[config.mk]
export PLATFORM = sky130hd
export DESIGN_NAME = aip_slave_port
export DESIGN_NICKNAME = d
export VERILOG_FILES = /design/src/rtl/aip_slave_port.sv
export SDC_FILE = /design/constraint.sdc
export NUM_CORES = 1
export LEC_CHECK = 0
export BUFFER_PORTS_ARGS = -buffer_cell sky130_fd_sc_hd__buf_2
export CORE_ASPECT_RATIO = 1.4
export CORE_MARGIN = 3
export CORE_UTILIZATION = 61
export DETAILED_ROUTE_END_ITERATION = 10
export GPL_ROUTABILITY_DRIVEN = 0
export PLACE_DENSITY = 0.79
export SETUP_SLACK_MARGIN = 0.5
export SYNTH_ARGS = -nofsm -noshare
export SYNTH_HDL_FRONTEND = slang
export SYNTH_SLANG_ARGS = --single-unit
export TNS_END_PERCENT = 1
[constraint.sdc]
create_clock -name clk_clk -period 4 [get_ports clk_clk]
set_input_delay 0.6 -clock clk_clk [delete_from_list [all_inputs] [get_ports clk_clk]]
set_output_delay 0.6 -clock clk_clk [all_outputs]
set_load 0.03 [all_outputs]
[src/rtl/aip_slave_port.sv]
// aip_slave_port: slave-side endpoint of one AIP port.
// It decodes register accesses from the master into a small register map.
// It holds an input buffer (filled by the master, read by the core).
// It holds an output buffer (written by the core, read by the master).
// It provides a start/done handshake with the core and a level interrupt to the master.
// Optional feature: define AIP_SLAVE_TIMEOUT_EN to add a RUN-state watchdog
// that aborts a job after TIMEOUT_CYCLES cycles without core_done.
module aip_slave_port #(
  parameter logic [31:0] IP_ID          = 32'h0000_0001,
  parameter int          BUF_DEPTH      = 16,
  parameter int          TIMEOUT_CYCLES = 1000000
) (
  input  logic                         clk_clk,
  input  logic                         reset_reset_n,
  input  logic [4:0]                   aip_config,
  input  logic [31:0]                  aip_datain,
  input  logic                         aip_read,
  input  logic                         aip_write,
  input  logic                         aip_start,
  input  logic                         core_int,
  output logic [31:0]                  aip_dataout,
  output logic                         aip_int,
  output logic                         core_start,
  input  logic                         core_done,
  output logic [31:0]                  core_cfg,
  input  logic [$clog2(BUF_DEPTH)-1:0] core_in_addr,
  output logic [31:0]                  core_in_data,
  input  logic                         core_out_we,
  input  logic [$clog2(BUF_DEPTH)-1:0] core_out_addr,
  input  logic [31:0]                  core_out_data
);

  localparam int AW = $clog2(BUF_DEPTH);

  localparam logic [4:0] ADDR_ID       = 5'h00;
  localparam logic [4:0] ADDR_STATUS   = 5'h01;
  localparam logic [4:0] ADDR_IN_PTR   = 5'h02;
  localparam logic [4:0] ADDR_IN_DATA  = 5'h03;
  localparam logic [4:0] ADDR_OUT_PTR  = 5'h04;
  localparam logic [4:0] ADDR_OUT_DATA = 5'h05;
  localparam logic [4:0] ADDR_CFG      = 5'h06;
  localparam logic [4:0] ADDR_IRQ_EN   = 5'h07;

  typedef enum logic {
    IDLE = 1'b0,
    RUN  = 1'b1
  } state_t;

  state_t state, state_next;

  logic [31:0]   in_buf  [BUF_DEPTH];
  logic [31:0]   out_buf [BUF_DEPTH];
  logic [AW-1:0] in_ptr;
  logic [AW-1:0] out_ptr;
  logic [3:0]    irq_en;
  logic          st_done;
  logic          st_start_err;
  logic          st_host_int;
  logic          st_timeout;
  logic          core_int_q;
  logic [31:0]   read_data;
  logic [3:0]    w1c;
  logic [3:0]    flags;
  logic          start_pulse;
  logic          set_done;
  logic          set_start_err;
  logic          set_timeout;
  logic          tmo_expire;
  logic          busy;

  // Write and read strobes for each register.
  logic wr_status, wr_in_ptr, wr_in_data, wr_out_ptr, wr_cfg, wr_irq_en, rd_out_data;
  assign wr_status   = aip_write && (aip_config == ADDR_STATUS);
  assign wr_in_ptr   = aip_write && (aip_config == ADDR_IN_PTR);
  assign wr_in_data  = aip_write && (aip_config == ADDR_IN_DATA);
  assign wr_out_ptr  = aip_write && (aip_config == ADDR_OUT_PTR);
  assign wr_cfg      = aip_write && (aip_config == ADDR_CFG);
  assign wr_irq_en   = aip_write && (aip_config == ADDR_IRQ_EN);
  assign rd_out_data = aip_read  && (aip_config == ADDR_OUT_DATA);

  assign busy  = (state == RUN);
  assign flags = {st_timeout, st_host_int, st_start_err, st_done};
  assign w1c   = wr_status ? aip_datain[4:1] : 4'b0000;

`ifdef AIP_SLAVE_TIMEOUT_EN
  logic [31:0] tmo_cnt;

  // The watchdog counts RUN cycles and restarts from zero whenever the FSM is idle.
  always_ff @(posedge clk_clk or negedge reset_reset_n) begin
    if (!reset_reset_n) begin
      tmo_cnt <= '0;
    end else if (state != RUN) begin
      tmo_cnt <= '0;
    end else begin
      tmo_cnt <= tmo_cnt + 32'd1;
    end
  end

  assign tmo_expire = (state == RUN) && (tmo_cnt == 32'(TIMEOUT_CYCLES - 1));
`else
  assign tmo_expire = 1'b0;
`endif

  // Master-side input buffer write; buffer storage is not reset.
  always_ff @(posedge clk_clk) begin
    if (wr_in_data) begin
      in_buf[in_ptr] <= aip_datain;
    end
  end

  // Core-side output buffer write; the master read path samples the old word on a collision.
  always_ff @(posedge clk_clk) begin
    if (core_out_we) begin
      out_buf[core_out_addr] <= core_out_data;
    end
  end

  // Registered core read port of the input buffer (one cycle latency).
  always_ff @(posedge clk_clk or negedge reset_reset_n) begin
    if (!reset_reset_n) begin
      core_in_data <= '0;
    end else begin
      core_in_data <= in_buf[core_in_addr];
    end
  end

  // Buffer pointers: explicit writes win over auto-increment, and increments wrap naturally.
  always_ff @(posedge clk_clk or negedge reset_reset_n) begin
    if (!reset_reset_n) begin
      in_ptr  <= '0;
      out_ptr <= '0;
    end else begin
      if (wr_in_ptr) begin
        in_ptr <= aip_datain[AW-1:0];
      end else if (wr_in_data) begin
        in_ptr <= in_ptr + AW'(1);
      end
      if (wr_out_ptr) begin
        out_ptr <= aip_datain[AW-1:0];
      end else if (rd_out_data) begin
        out_ptr <= out_ptr + AW'(1);
      end
    end
  end

  // Plain read/write configuration registers.
  always_ff @(posedge clk_clk or negedge reset_reset_n) begin
    if (!reset_reset_n) begin
      core_cfg <= '0;
      irq_en   <= '0;
    end else begin
      if (wr_cfg) begin
        core_cfg <= aip_datain;
      end
      if (wr_irq_en) begin
        irq_en <= aip_datain[4:1];
      end
    end
  end

  // Read mux from current state, so a same-cycle write is not visible yet.
  always_comb begin
    read_data = '0;
    case (aip_config)
      ADDR_ID:       read_data = IP_ID;
      ADDR_STATUS:   read_data = {27'd0, flags, busy};
      ADDR_IN_PTR:   read_data = 32'(in_ptr);
      ADDR_OUT_PTR:  read_data = 32'(out_ptr);
      ADDR_OUT_DATA: read_data = out_buf[out_ptr];
      ADDR_CFG:      read_data = core_cfg;
      ADDR_IRQ_EN:   read_data = {27'd0, irq_en, 1'b0};
      default:       read_data = '0;
    endcase
  end

  // Read data register updates only on a read strobe and holds otherwise.
  always_ff @(posedge clk_clk or negedge reset_reset_n) begin
    if (!reset_reset_n) begin
      aip_dataout <= '0;
    end else if (aip_read) begin
      aip_dataout <= read_data;
    end
  end

  // FSM next-state and event decode; core_done has priority over a coinciding watchdog expiry.
  always_comb begin
    state_next    = state;
    start_pulse   = 1'b0;
    set_done      = 1'b0;
    set_start_err = 1'b0;
    set_timeout   = 1'b0;
    case (state)
      IDLE: begin
        if (aip_start) begin
          state_next  = RUN;
          start_pulse = 1'b1;
        end
      end
      RUN: begin
        if (aip_start) begin
          set_start_err = 1'b1;
        end
        if (core_done) begin
          state_next = IDLE;
          set_done   = 1'b1;
        end else if (tmo_expire) begin
          state_next  = IDLE;
          set_timeout = 1'b1;
        end
      end
      default: state_next = IDLE;
    endcase
  end

  // FSM state register and the registered start pulse to the core.
  always_ff @(posedge clk_clk or negedge reset_reset_n) begin
    if (!reset_reset_n) begin
      state      <= IDLE;
      core_start <= 1'b0;
    end else begin
      state      <= state_next;
      core_start <= start_pulse;
    end
  end

  // Sticky status flags with write-one-to-clear; a set event in the same cycle wins.
  always_ff @(posedge clk_clk or negedge reset_reset_n) begin
    if (!reset_reset_n) begin
      st_done      <= 1'b0;
      st_start_err <= 1'b0;
      st_host_int  <= 1'b0;
      st_timeout   <= 1'b0;
      core_int_q   <= 1'b0;
    end else begin
      core_int_q   <= core_int;
      st_done      <= set_done | (st_done & ~w1c[0]);
      st_start_err <= set_start_err | (st_start_err & ~w1c[1]);
      st_host_int  <= (core_int & ~core_int_q) | (st_host_int & ~w1c[2]);
      st_timeout   <= set_timeout | (st_timeout & ~w1c[3]);
    end
  end

  // Interrupt to the master, registered one cycle behind the flags.
  always_ff @(posedge clk_clk or negedge reset_reset_n) begin
    if (!reset_reset_n) begin
      aip_int <= 1'b0;
    end else begin
      aip_int <= |(flags & irq_en);
    end
  end

endmodule
==> run_results.csv, run 1 <==
group,metric,value,unit
floorplanning,die-area,0.0740,mm²
sta,timing.hold.ws,0.0740,ns
worst_setup_path,worstPathArrival,3.11,ns
floorplanning,die_width,231,µm
logic_synthesis,avgSynthCellArea,22.8,µm²
worst_setup_path,worstPathRequired,4.36,ns
grt,grt_max_degree,102,
worst_setup_path,worstSetupPathType,"in2reg",
worst_setup_path,max_stage_delay,0.75,ns
grt,antenna_found_initial,12,
grt,grt_usage,0.283,
sta,fin_setup_tns,0,ns
final_layout,layout.cells.non_filler,3152,
outcome,status,"complete, no violations",
drt,vias,21200,
drt,drt-total-wl,102000,µm
worst_setup_path,cp-end-kind,"flip-flop",
clock_tree,cts_tree,"built",
final_layout,layout_commonest_cell,"edfxtp_1",
logic_synthesis,syn_nets,1978,
drt,ant_nets,0,
sta,slew_violations,0,
final_layout,area_growth,13.7,%
logic_synthesis,synth_edf_count,1024,
drt,drt_iter0_drc,2410,
worst_setup_path,slowest_stage,"nor2_4",
logic_synthesis,ys.flop_type,"edfxtp_1",
floorplanning,pin_count,183,
floorplanning,rows,114,
clock_tree,numCtsBuffers,99,
clock_tree,cts_resized,0,
sta,fin_crit,2.75,ns
sta,rsz0062_at_grt,"no",
sta,skew,0.0275,ns
logic_synthesis,async_flop_share,0.102,
pwr,p_per_area,528,mW/mm²
drt,drtPass1Iterations,5,
pwr,total_power,25.9,mW
logic_synthesis,ys_warn_count,0,
worst_setup_path,crit_fanout,18,
clock_tree,htreeDepth,3,
grt,grt_pass1_vias,22600,
logic_synthesis,ys_ff_latch,1140,
worst_setup_path,start_kind,"primary input",
sta,setup-violations-final,0,
sta,slew_headroom,0.325,
placed_design,portBuffers,182,
floorplanning,die_y,321,µm
sta,finalHoldViolCount,0,
worst_setup_path,crit_chain,"buf_2 -> nor3_1 -> and4_1 -> nand2_1 -> nor2_4 -> buf_4",
clock_tree,cts.hold.buffers_added,1,
grt,grt-ovfl-total,0,
sta,timing.final.crit_share,0.689,
clock_tree,clkSlewWorstSetupHoldPaths,0.06,ns
grt,grt_first_pass_wirelength,151000,µm
drt,viasPerCell,6.73,
final_layout,final_nets,2222,
clock_tree,worstSkewPairLatency,0.67,ns
clock_tree,cts_sinks,1140,
clock_tree,clockRootBuffer,"clkbuf_16",
final_layout,layout-drive-gt1-share,0.347,
logic_synthesis,ys_seq_area_frac,0.781,
floorplanning,core,0.0695,mm²
logic_synthesis,synth_area,0.0431,mm²
pwr,ir_drop,0.375,mV
flow_run,cap_violations,0,
floorplanning,initial_core_util,0.621,
sta,max_slew.worst_pin.slew,1.01,ns
pwr,p_leak,16.0,nW
worst_hold_path,hp-class,"in2reg",
drt,drc,0,
placed_design,dp_hpwl,55600,µm
sta,fmax,0.363,GHz
final_layout,most-common-layout-cells,"edfxtp_1 (1,024), mux4_2 (287), buf_2 (179), dfrtp_1 (114), clkbuf_16 (101)",
clock_tree,postCtsSetupRepairBufs,0,
placed_design,dp_cells,2958,
logic_synthesis,synth_cell_types,60,
logic_synthesis,netlist_instances,1888,
drt,wl_per_cell,32.5,µm
clock_tree,clock_path_buffers,3,
-- cells by family (layout without fill, tap and decap cells) --
logic type,Yosys count,in the layout,synth area share
buffers and inverters,108,436,0.0118
DFF,1140,1140,0.781
and+or+nand+nor,161,161,0.0200
adders and majority gates,5,5,0.00145
other,0,8,0
muxes,331,331,0.161
AOI/OAI and AO/OA,141,141,0.0246
xor gates and xnor gates,2,2,0.000406
-- metal layers --
metal,part of all wire,global-route usage
met1,0.34,0.353
met5,0.00053,0
met2,0.53,0.489
met3,0.086,0.0537
met4,0.041,0.127
-- registers in the layout, indices dropped and copies added, names as in the netlist, 4 cells and up --
register      count
out_buf         512
core_cfg         32
irq_en            4
in_ptr            4
core_in_data     32
aip_dataout      32
in_buf          512
out_ptr           4
-- worst max-delay path, delay by kind of cell --
| kind | cells | cell delay (ns) |
|---|---|---|
| AND/OR/NAND/NOR | 4 | 2.04 |
| buffers and inverters | 2 | 0.44 |
-- power breakdown --
group / total [mW] / internal (mW) / switching, mW
Clock: 9.98 / 5.73 / 4.25
Sequential: 13.5 / 13.2 / 0.300
Combinational: 2.39 / 1.07 / 1.32
-- cell usage after synthesis, types with 6 or more instances --
| cell | instances | area [µm²] |
|---|---|---|
| buf_2 | 33 | 165 |
| mux2_2 | 31 | 349 |
| nand2_1 | 51 | 191 |
| a22oi_1 | 47 | 353 |
| clkbuf_1 | 48 | 180 |
| edfxtp_1 | 1024 | 30700 |
| inv_1 | 7 | 26.3 |
| dfrtp_1 | 116 | 2900 |
| nor2_1 | 35 | 131 |
| o21ai_1 | 8 | 40.0 |
| mux4_2 | 287 | 6460 |
| nor3_1 | 11 | 55.1 |
| o21ai_0 | 8 | 40.0 |
| mux2_1 | 7 | 78.8 |
| a22o_1 | 12 | 105 |
| nand2b_1 | 6 | 37.5 |
| o2bb2ai_1 | 19 | 166 |
| buf_4 | 9 | 67.6 |
| a2bb2oi_1 | 8 | 70.1 |
| and3_1 | 22 | 138 |
| mux2i_1 | 6 | 60.1 |
| a21oi_1 | 14 | 70.1 |
| nand3_1 | 12 | 60.1 |
-- path summary, 6_finish.rpt --
| path | from | to | slack, ns | cells after the start |
|---|---|---|---|---|
| max | aip_config[4] | in_buf[4][21]$_DFFE_PP_ | 1.25 | 6 |
| min | core_int | core_int_q$_DFF_PN0_ | 0.07 | 1 |
| max reg2reg | out_ptr[2]$_DFFE_PN0P_ | aip_dataout[22]$_DFFE_PN0P_ | 1.36 | 6 |
| min reg2reg | core_int_q$_DFF_PN0_ | st_host_int$_DFF_PN0_ | 0.44 | 1 |
| max in group asynchronous | reset_reset_n | core_in_data[10]$_DFF_PN0_ | 2.55 | 3 |
| min in group asynchronous | reset_reset_n | core_in_data[8]$_DFF_PN0_ | 0.54 | 2 |
-- layout make-up --
type | instances | area, µm²
antenna | 8 | 20.0
clock buffer | 131 | 2800
clock inverter | 54 | 636
fill | 3906 | 20400
inverter | 9 | 33.8
multi-input combinational | 640 | 9180
sequential | 1140 | 33700
tap | 928 | 1160
timing repair buffer | 242 | 1540
-- stage by stage --
stage / cell area [µm²] / setup slack (ns) / util
after floorplan: 43100 / -0.0845 / -
after global placement: 45600 / 0.783 / 0.656
after detailed placement: 45600 / 0.614 / 0.656
after CTS: 49000 / 1.31 / 0.706
after global routing: 49000 / 1.14 / 0.706
final: 49000 / 1.25 / 0.706
(Power assumes the default switching activity.)
==> inputs of run 2 (changes only) <==
--- a/config.mk
+++ b/config.mk
@@ -8,10 +8,10 @@
 export BUFFER_PORTS_ARGS = -buffer_cell sky130_fd_sc_hd__buf_2
 export CORE_ASPECT_RATIO = 1.4
 export CORE_MARGIN = 3
-export CORE_UTILIZATION = 61
+export CORE_UTILIZATION = 55
 export DETAILED_ROUTE_END_ITERATION = 10
 export GPL_ROUTABILITY_DRIVEN = 0
-export PLACE_DENSITY = 0.79
+export PLACE_DENSITY = 0.75
 export SETUP_SLACK_MARGIN = 0.5
 export SYNTH_ARGS = -nofsm -noshare
 export SYNTH_HDL_FRONTEND = slang
==> constraint.sdc (replaced) <==
create_clock -name clk_clk -period 2.2 [get_ports clk_clk]
set_input_delay 0.33 -clock clk_clk [delete_from_list [all_inputs] [get_ports clk_clk]]
set_output_delay 0.33 -clock clk_clk [all_outputs]
set_load 0.03 [all_outputs]
==> run_results.csv, run 2 (same netlist as run 1, synthesis figures left out) <==
group,metric,value,unit
outcome,status,"complete, no violations",
worst_setup_path,cp-end-kind,"flip-flop",
sta,rsz0062_at_grt,"yes",
final_layout,area_growth,17.6,%
sta,finalHoldViolCount,0,
pwr,ir_drop,0.575,mV
worst_hold_path,hp-class,"in2reg",
clock_tree,clkSlewWorstSetupHoldPaths,0.07,ns
pwr,p_leak,16.7,nW
drt,vias,21400,
final_layout,largest_registers,"in_buf (512), out_buf (512)",
final_layout,most-common-layout-cells,"edfxtp_1 (1,024), mux4_2 (287), buf_2 (179), dfrtp_1 (112), clkbuf_16 (99)",
sta,fmax,0.481,GHz
worst_setup_path,worstPathArrival,2.60,ns
flow_run,cap_violations,0,
pwr,total_power,47.8,mW
grt,grt_max_degree,55,
floorplanning,die-area,0.0818,mm²
grt,antenna_found_initial,12,
drt,ant_nets,0,
clock_tree,cts_sinks,1140,
drt,drt-total-wl,104000,µm
sta,fin_crit,2.08,ns
floorplanning,die_width,243,µm
clock_tree,clockRootBuffer,"clkbuf_16",
floorplanning,pin_count,183,
worst_setup_path,max_stage_delay,0.51,ns
worst_setup_path,start_kind,"flip-flop",
worst_setup_path,worst_path_most_repeated_cell,"buf_12",
floorplanning,rows,120,
sta,timing.final.crit_share,0.944,
worst_setup_path,worstSetupPathType,"reg2reg",
pwr,p_per_area,942,mW/mm²
sta,timing.hold.ws,0.0462,ns
drt,wl_per_cell,31.2,µm
final_layout,layout_commonest_cell,"edfxtp_1",
grt,grt_usage,0.257,
grt,grt-ovfl-total,0,
floorplanning,initial_core_util,0.560,
final_layout,layout-drive-gt1-share,0.375,
worst_setup_path,slowest_stage,"dfrtp_4",
drt,viasPerCell,6.44,
worst_setup_path,crit_chain,"buf_12 -> buf_12 -> bufbuf_16 -> mux4_2 -> a22oi_1 -> a2bb2oi_1 -> o21ai_1",
sta,max_slew.worst_pin.slew,0.496,ns
sta,slew_violations,0,
floorplanning,core,0.0770,mm²
final_layout,final_nets,2296,
placed_design,dp_hpwl,57500,µm
clock_tree,numCtsBuffers,97,
drt,drtPass1Iterations,7,
sta,skew,0.0197,ns
grt,grt_pass1_vias,22500,
sta,setup-violations-final,0,
clock_tree,cts_tree,"built",
final_layout,fill_cells,4713,
clock_tree,worstSkewPairLatency,0.66,ns
placed_design,portBuffers,182,
grt,grt_first_pass_wirelength,152000,µm
drt,drt_iter0_drc,2089,
clock_tree,clock_path_buffers,3,
worst_setup_path,worstPathRequired,2.73,ns
sta,slew_headroom,0.669,
drt,drc,0,
worst_setup_path,crit_fanout,11,
floorplanning,die_y,337,µm
clock_tree,htreeDepth,3,
[run 2: cell types whose count changed in the layout (fill, tap and decap cells not counted), moves of 4 or more]
cell / delta
clkinv_2: -5
nor3_2: -7
bufbuf_16: +5
a22oi_1: -9
nor3_4: +8
a22oi_2: +9
buf_4: +9
inv_6: +4
clkinv_4: +5
nand2_1: -4
clkbuf_8: -6
buf_12: +55
[run 2: layout make-up]
type                       count  area [µm²]  share of cell area
antenna                        5        12.5            0.000247
clock buffer                 120        2640              0.0520
inverter                       9        37.5            0.000740
sequential                  1140       33700               0.664
timing repair buffer         318        3000              0.0591
multi-input combinational    640        9340               0.184
tap                         1037        1300              0.0256
clock inverter                60         741              0.0146
[run 2: power by group]
part | switching, mW | internal, mW
registers | 0.421 | 24.1
clock network | 7.63 | 10.3
logic | 2.78 | 2.55
total | 10.8 | 37.0
[run 2: timing repair]
item	4_1_cts	5_1_grt
setup endpoints to repair	282	463
buffers inserted	14	2
pin swaps	4	1
gates resized for setup	15	12
hold buffers	4	0
endpoints found under the hold margin	122	0
gates cloned	5	1
[run 2: final timing paths]
path                                             start                           to  slack (ns)  cells after the start
worst max-delay path            out_ptr[0]$_DFFE_PN0P_  aip_dataout[30]$_DFFE_PN0P_        0.12                      7
min in group asynchronous                reset_reset_n    core_in_data[5]$_DFF_PN0_        0.15                      2
worst min register to register    core_int_q$_DFF_PN0_        st_host_int$_DFF_PN0_        0.42                      1
worst min-delay path                 core_out_data[11]     out_buf[9][11]$_DFFE_PP_        0.05                      1
max in group asynchronous                reset_reset_n       out_ptr[0]$_DFFE_PN0P_        1.37                      3
worst max register to register  out_ptr[0]$_DFFE_PN0P_  aip_dataout[30]$_DFFE_PN0P_        0.12                      7
[run 2: per-layer routing]
| layer | wire length, µm | up-vias | GRT usage |
|---|---|---|---|
| li1 | - | 8601 | - |
| met1 | 36700 | 11400 | 0.326 |
| met2 | 55000 | 1163 | 0.449 |
| met3 | 8460 | 229 | 0.0457 |
| met4 | 3650 | 6 | 0.0999 |
| met5 | 46 | - | 0 |
[run 2: metrics by stage]
step	std cells	worst slack, ns	TNS, ns	utilization	cell area [µm²]
finish	3329	0.123	0	0.659	50700
global route	3325	0.0576	0	0.658	50700
CTS	3321	0.156	0	0.657	50600
detailed placement	3118	0.102	0	0.608	46800
global placement	3118	0.114	0	0.608	46800
floorplan	1888	-0.0904	-11.52	-	43400
[run 2: worst max-delay path: cells and delay by family, from the launching register on]
kind / cells / cell delay [ns]
AOI/OAI and AO/OA: 3 / 0.47
muxes: 1 / 0.42
buffers and inverters: 3 / 0.56
DFF: 1 / 0.51
